File: src/rtl/rat_pkg.sv
// Shared definitions for the rat sprite path.
// Contents:
//   loader_state_t - sprite_loader FSM states
//   SPRITE_DIM     - sprite edge length in pixels
//   FRAME_PIX      - pixels per animation frame
//   PIX_PER_BYTE   - palette codes packed into one streamed byte
package rat_pkg;

   typedef enum logic [1:0] {
      StIdle,
      StLoad,
      StCsum,
      StFin
   } loader_state_t;

   localparam int unsigned SPRITE_DIM   = 16;
   localparam int unsigned FRAME_PIX    = SPRITE_DIM * SPRITE_DIM;
   localparam int unsigned PIX_PER_BYTE = 2;

endpackage

File: src/rtl/sprite_loader.sv
// sprite_loader: streams packed 4-bit palette codes into the sprite RAM write port.
// Each accepted byte produces two consecutive writes (low nibble first). One 16x16
// frame or the whole RAM is loaded per start.
// Optional feature macro: SPRITE_LOADER_CSUM_EN (adds an XOR trailer byte check).
// Ports:
//   clk, rst_n            - clock, synchronous active-low reset
//   start                 - begin a load (sampled in IDLE only)
//   all_frames, frame_sel - load scope, captured at start
//   s_data/s_valid/s_ready - byte stream handshake
//   we/addr_w/pixel_in    - sprite RAM write port
//   busy, done, err       - status (done is a one-cycle pulse, err is sticky)
module sprite_loader
   import rat_pkg::*;
#(
   parameter int unsigned ADDR = 10,
   parameter int unsigned PW   = 4
) (
   input  logic            clk,
   input  logic            rst_n,
   input  logic            start,
   input  logic            all_frames,
   input  logic [ADDR-9:0] frame_sel,
   input  logic [7:0]      s_data,
   input  logic            s_valid,
   output logic            s_ready,
   output logic            we,
   output logic [ADDR-1:0] addr_w,
   output logic [PW-1:0]   pixel_in,
   output logic            busy,
   output logic            done,
   output logic            err
);

   localparam logic [ADDR-1:0] AllBytes   = ADDR'((2 ** ADDR) / PIX_PER_BYTE);
   localparam logic [ADDR-1:0] FrameBytes = ADDR'(FRAME_PIX / PIX_PER_BYTE);

   loader_state_t   state_q, state_d;
   logic            phase_q, phase_d;   // high nibble pending
   logic [PW-1:0]   hold_q, hold_d;
   logic [ADDR-1:0] ptr_q, ptr_d;       // next write address
   logic [ADDR-1:0] bytes_q, bytes_d;   // data bytes still to accept
   logic            we_q, we_d;
   logic [ADDR-1:0] addr_q, addr_d;
   logic [PW-1:0]   pix_q, pix_d;
   logic            ready_q, ready_d;
   logic            busy_q, busy_d;
   logic            done_q, done_d;
   logic            err_q, err_d;
`ifdef SPRITE_LOADER_CSUM_EN
   logic [7:0]      csum_q, csum_d;
`endif

   logic accept;
   assign accept = s_valid & ready_q;

   // State and registered outputs
   always_ff @(posedge clk) begin
      if (!rst_n) begin
         state_q <= StIdle;
         phase_q <= 1'b0;
         hold_q  <= '0;
         ptr_q   <= '0;
         bytes_q <= '0;
         we_q    <= 1'b0;
         addr_q  <= '0;
         pix_q   <= '0;
         ready_q <= 1'b0;
         busy_q  <= 1'b0;
         done_q  <= 1'b0;
         err_q   <= 1'b0;
`ifdef SPRITE_LOADER_CSUM_EN
         csum_q  <= '0;
`endif
      end else begin
         state_q <= state_d;
         phase_q <= phase_d;
         hold_q  <= hold_d;
         ptr_q   <= ptr_d;
         bytes_q <= bytes_d;
         we_q    <= we_d;
         addr_q  <= addr_d;
         pix_q   <= pix_d;
         ready_q <= ready_d;
         busy_q  <= busy_d;
         done_q  <= done_d;
         err_q   <= err_d;
`ifdef SPRITE_LOADER_CSUM_EN
         csum_q  <= csum_d;
`endif
      end
   end

   // Next state
   always_comb begin
      state_d = state_q;
      unique case (state_q)
         StIdle: if (start) state_d = StLoad;
         StLoad: begin
            // Last high-nibble write has been issued once nothing is pending.
            if (!phase_q && !accept && bytes_q == '0) begin
`ifdef SPRITE_LOADER_CSUM_EN
               state_d = StCsum;
`else
               state_d = StFin;
`endif
            end
         end
         StCsum: if (accept) state_d = StFin;
         StFin:  state_d = StIdle;
         default: state_d = StIdle;
      endcase
   end

   // Datapath and next output values
   always_comb begin
      phase_d = phase_q;
      hold_d  = hold_q;
      ptr_d   = ptr_q;
      bytes_d = bytes_q;
      we_d    = 1'b0;
      addr_d  = addr_q;
      pix_d   = pix_q;
      ready_d = ready_q;
      busy_d  = busy_q;
      done_d  = 1'b0;
      err_d   = err_q;
`ifdef SPRITE_LOADER_CSUM_EN
      csum_d  = csum_q;
`endif
      unique case (state_q)
         StIdle: begin
            if (start) begin
               ptr_d   = all_frames ? '0 : {frame_sel, 8'h00};
               bytes_d = all_frames ? AllBytes : FrameBytes;
               phase_d = 1'b0;
               ready_d = 1'b1;
               busy_d  = 1'b1;
               err_d   = 1'b0;
`ifdef SPRITE_LOADER_CSUM_EN
               csum_d  = '0;
`endif
            end
         end
         StLoad: begin
            if (accept) begin
               we_d    = 1'b1;
               addr_d  = ptr_q;
               pix_d   = s_data[PW-1:0];
               hold_d  = s_data[2*PW-1:PW];
               ptr_d   = ptr_q + 1'b1;
               bytes_d = bytes_q - 1'b1;
               phase_d = 1'b1;
               ready_d = 1'b0;
`ifdef SPRITE_LOADER_CSUM_EN
               csum_d  = csum_q ^ s_data;
`endif
            end else if (phase_q) begin
               we_d    = 1'b1;
               addr_d  = ptr_q;
               pix_d   = hold_q;
               ptr_d   = ptr_q + 1'b1;
               phase_d = 1'b0;
               ready_d = (bytes_q != '0);
            end else if (bytes_q == '0) begin
`ifdef SPRITE_LOADER_CSUM_EN
               ready_d = 1'b1;
`else
               done_d  = 1'b1;
               busy_d  = 1'b0;
`endif
            end
         end
         StCsum: begin
`ifdef SPRITE_LOADER_CSUM_EN
            if (accept) begin
               ready_d = 1'b0;
               done_d  = 1'b1;
               busy_d  = 1'b0;
               err_d   = (s_data != csum_q);
            end
`endif
         end
         StFin: begin
            ready_d = 1'b0;
         end
         default: ;
      endcase
   end

   assign we       = we_q;
   assign addr_w   = addr_q;
   assign pixel_in = pix_q;
   assign s_ready  = ready_q;
   assign busy     = busy_q;
   assign done     = done_q;
   assign err      = err_q;

endmodule

File: config.mk
export PLATFORM = sky130hd
export DESIGN_NAME = sprite_loader
export DESIGN_NICKNAME = d
export VERILOG_FILES = /design/src/rtl/rat_pkg.sv /design/src/rtl/sprite_loader.sv
export SDC_FILE = /design/constraint.sdc
export NUM_CORES = 1
export LEC_CHECK = 0
export BUFFER_PORTS_ARGS = -buffer_cell sky130_fd_sc_hd__buf_2
export CORE_UTILIZATION = 40
export CTS_CLUSTER_DIAMETER = 100
export CTS_CLUSTER_SIZE = 40
export DETAILED_ROUTE_END_ITERATION = 8
export PLACE_DENSITY = 0.67
export SYNTH_ARGS = -nofsm -noshare
export SYNTH_HDL_FRONTEND = slang
export SYNTH_SLANG_ARGS = --single-unit
export TNS_END_PERCENT = 20
File: constraint.sdc
create_clock -name clk -period 2.45 [get_ports clk]
set_input_delay 0.1225 -clock clk [delete_from_list [all_inputs] [get_ports clk]]
set_output_delay 0.1225 -clock clk [all_outputs]
set_load 0.03 [all_outputs]
==> results.sh <==
export IMPL_diodes=0
export IMPL_synth_cell_types=49
export IMPL_htreeDepth=2
export IMPL_r2r_slack_ns=0.43
export IMPL_worstSetupEndpointType="register"
export IMPL_grt_overflow=0
export IMPL_tns_ns=0
export IMPL_yosysSeqAreaShare_pct=41.4
export IMPL_synth_edf_count=0
export IMPL_worst_setup_path_start_kind="register"
export IMPL_maxSlewHeadroom_pct=33.7
export IMPL_critical_path_class="reg2reg"
export IMPL_die_area_um2=5740
export IMPL_drt_initial_drc_count=97
export IMPL_viasPerCell=5.27
export IMPL_fin_nets=320
export IMPL_clock_latency_ns=0.30
export IMPL_combPwrFrac_pct=40.6
export IMPL_drc_errors=0
export IMPL_internal_power_w=0.00138
export IMPL_cts_buffers=5
export IMPL_seqPwrFrac_pct=39.2
export IMPL_core_area_um2=5170
export IMPL_ys_ff_latch=45
export IMPL_cts_setup_buffers=0
export IMPL_netSwitchingFraction_pct=40.8
export IMPL_vdd_drop_max_mv=0.487
export IMPL_async_reset_ff_share_pct=0
export IMPL_netlist_area_um2=2180
export IMPL_track_usage_pct=18.0
export IMPL_clock_sinks=45
export IMPL_r2r_cells=7
export IMPL_syn_nets=290
export IMPL_yosysTopAreaCell="dfxtp_1"
export IMPL_start_util_pct=42.1
export IMPL_drt_wl_total_um=4680
export IMPL_syn_avg_cell_area_um2=8.09
export IMPL_post_route_util_pct=48.4
export IMPL_ant_nets=0
export IMPL_drtPass1Iterations=4
export IMPL_fmax_ghz=0.495
export IMPL_fin_skew_ns=0.00873
export IMPL_first_global_vias=1661
export IMPL_timing_rr_start="state_q[1]$_SDFFE_PN0P_"
export IMPL_grt_pass1_wl_um=7870
export IMPL_finalSetupViolCount=0
export IMPL_worst_slew_pin_transition_ns=0.993
export IMPL_hpwl_um=3370
export IMPL_ctsHoldBuffers=0
export IMPL_critPathRequiredTime_ns=2.69
export IMPL_reg2reg_to="ptr_q[6]$_SDFFE_PN0P_"
export IMPL_synthTopCellsByArea="dfxtp_1, nand2_1, a21oi_1, nor2_1, ha_1"
export IMPL_p_clk_share_pct=20.3
export IMPL_antenna_found_initial=0
export IMPL_portBuffers=32
export IMPL_grt_max_degree=34
export IMPL_synthCells=269
export IMPL_hold_violations=0
export IMPL_path_clk_slew_ns=0.09
export IMPL_path_max_fanout=8
export IMPL_drv_cap=0
export IMPL_die_w_um=75.8
export IMPL_synth_main_ff_cell="dfxtp_1"
export IMPL_slew_viol_final=0
export IMPL_power_static_leakage_nw=0.976
export IMPL_cts_tree="yes"
export IMPL_pwr_density_cell_nw_per_um2=929
export IMPL_hold_end="hold_q[2]$_SDFFE_PN0P_"
export IMPL_place_gp_congestion=0.768
export IMPL_yosysTopAreaCellShare_pct=41.4
export IMPL_worstHoldPathCells=3
export IMPL_vias=1949
export IMPL_num_io_pins=34
export IMPL_area_growth_pct=15.0
export IMPL_min_from="s_data[6]"
export IMPL_post_route_min_period_ns=2.02
export IMPL_drive_gt1_share_pct=17.7
export IMPL_netSwitchingPower_w=0.000950
export IMPL_hold_path_class="in2reg"
export IMPL_rsz0062_at_grt="no"
export IMPL_timing_final_crit_share_pct=82.4
export IMPL_ys_warn_count=0
export IMPL_wire_per_inst_um=12.6
export IMPL_outcome="finished, final reports clean"
export IMPL_placementRows=26
export IMPL_cts_buffer_depth=2
export IMPL_fp_dieH_um=75.8
export IMPL_crit_arrival_ns=2.26
export IMPL_clockRootBuffer="clkbuf_8"
export IMPL_post_cts_resized=0
[final cells by class]
class / count / area [um2]
Sequential cell: 45 / 901
Fill cell: 526 / 2670
Multi-Input combinational cell: 195 / 1160
Clock buffer: 5 / 68.8
Timing Repair Buffer: 40 / 220
Tap cell: 70 / 87.6
Clock inverter: 3 / 21.3
Inverter: 12 / 45.0
[layout by cell type, fill, tap and decap left out, drive strengths merged, types with 2 or more instances in the layout]
master,instances
or3,2
a311oi,5
ha,6
o21ai,7
clkinv,2
nor3,9
nand3,14
or4,2
a21oi,27
buf,40
nor2b,3
mux2i,7
nand2,44
a211oi,7
a21o,4
nand4,3
nand3b,2
dfxtp,45
clkbuf,5
inv,12
a41oi,2
nor2,24
xnor2,3
o31ai,4
[state kept, by name, indices dropped and copies added, names as in the netlist]
name and cells:
pixel_in 4, busy 1, ptr_q 10, hold_q 4, state_q 2, done 1
phase_q 1, s_ready 1, we 1, addr_w 10, bytes_q 10
[how the worst max path moves through the flow]
stage                                 start                       to  depth (start not counted)
CTS                 state_q[1]$_SDFFE_PN0P_    ptr_q[6]$_SDFFE_PN0P_                          7
finish              state_q[1]$_SDFFE_PN0P_    ptr_q[6]$_SDFFE_PN0P_                          7
detailed placement  state_q[1]$_SDFFE_PN0P_    ptr_q[6]$_SDFFE_PN0P_                          7
global placement    bytes_q[0]$_SDFFE_PN0P_  state_q[0]$_SDFFE_PN0P_                          6
global route        state_q[1]$_SDFFE_PN0P_  bytes_q[3]$_SDFFE_PN0P_                          6
floorplan           state_q[1]$_SDFFE_PN0P_    ptr_q[5]$_SDFFE_PN0P_                          7
[metal layers]
layer | GRT usage (%) | vias to the layer above | wire length [um]
met5 | 0 | - | 0
li1 | - | 1012 | -
met2 | 28.8 | 37 | 2180
met3 | 3.17 | 5 | 152
met4 | 5.56 | 0 | 49
met1 | 24.6 | 895 | 2300
[Yosys cell counts, types with 2 or more instances]
cell       n
dfxtp_1   45
nand2_1   44
a21oi_1   27
nor2_1    24
nand3_1   14
clkbuf_1  13
inv_1     10
nor3_1     9
mux2i_1    7
a211oi_1   6
ha_1       6
o21ai_1    6
a311oi_1   5
a21o_1     4
o31ai_1    4
buf_2      3
nand4_1    3
xnor2_1    3
a41oi_1    2
nand3b_1   2
nor2b_1    2
or3_1      2
or4_1      2
[power groups by stage]
stage	Clock [W]	Combinational [W]	Sequential, W
floorplan	0	0.000630	0.000986
global placement	0	0.000941	0.000920
detailed placement	0	0.000941	0.000925
CTS	0.000488	0.000947	0.000910
global route	0.000515	0.00105	0.000925
finish	0.000471	0.000943	0.000910
[logic make-up after synthesis]
family | Yosys count | share of synthesized area (%)
flops | 45 | 41.4
compound gates | 67 | 20.6
simple gates | 111 | 24.6
buf+inv | 29 | 5.35
mux | 7 | 3.22
other cells | 1 | 0.172
xor+xnor | 3 | 1.21
fa+ha+maj | 6 | 3.45
[through the flow]
step / instance area [um2] / hold WS (ns) / total power [W] / instances / setup WS (ns)
after global routing: 2500 / 0.0613 / 0.00249 / 370 / 0.264
after detailed placement: 2410 / 0.361 / 0.00187 / 362 / 0.460
after CTS: 2500 / 0.0363 / 0.00234 / 370 / 0.430
after global placement: 2410 / 0.352 / 0.00186 / 362 / 0.493
final: 2500 / 0.0415 / 0.00232 / 370 / 0.432
after floorplan: 2180 / 0.266 / 0.00162 / 269 / 0.663
[worst max-delay path, stage by stage (launching register included)]
cell and delay (ns):
dfxtp_1 0.39, inv_1 0.08, ha_1 0.28, buf_4 0.20, nor2b_4 0.14, a21o_1 0.20, or4_1 0.50, a21oi_1 0.15
No activity file was read; power rests on OpenSTA's default activity.
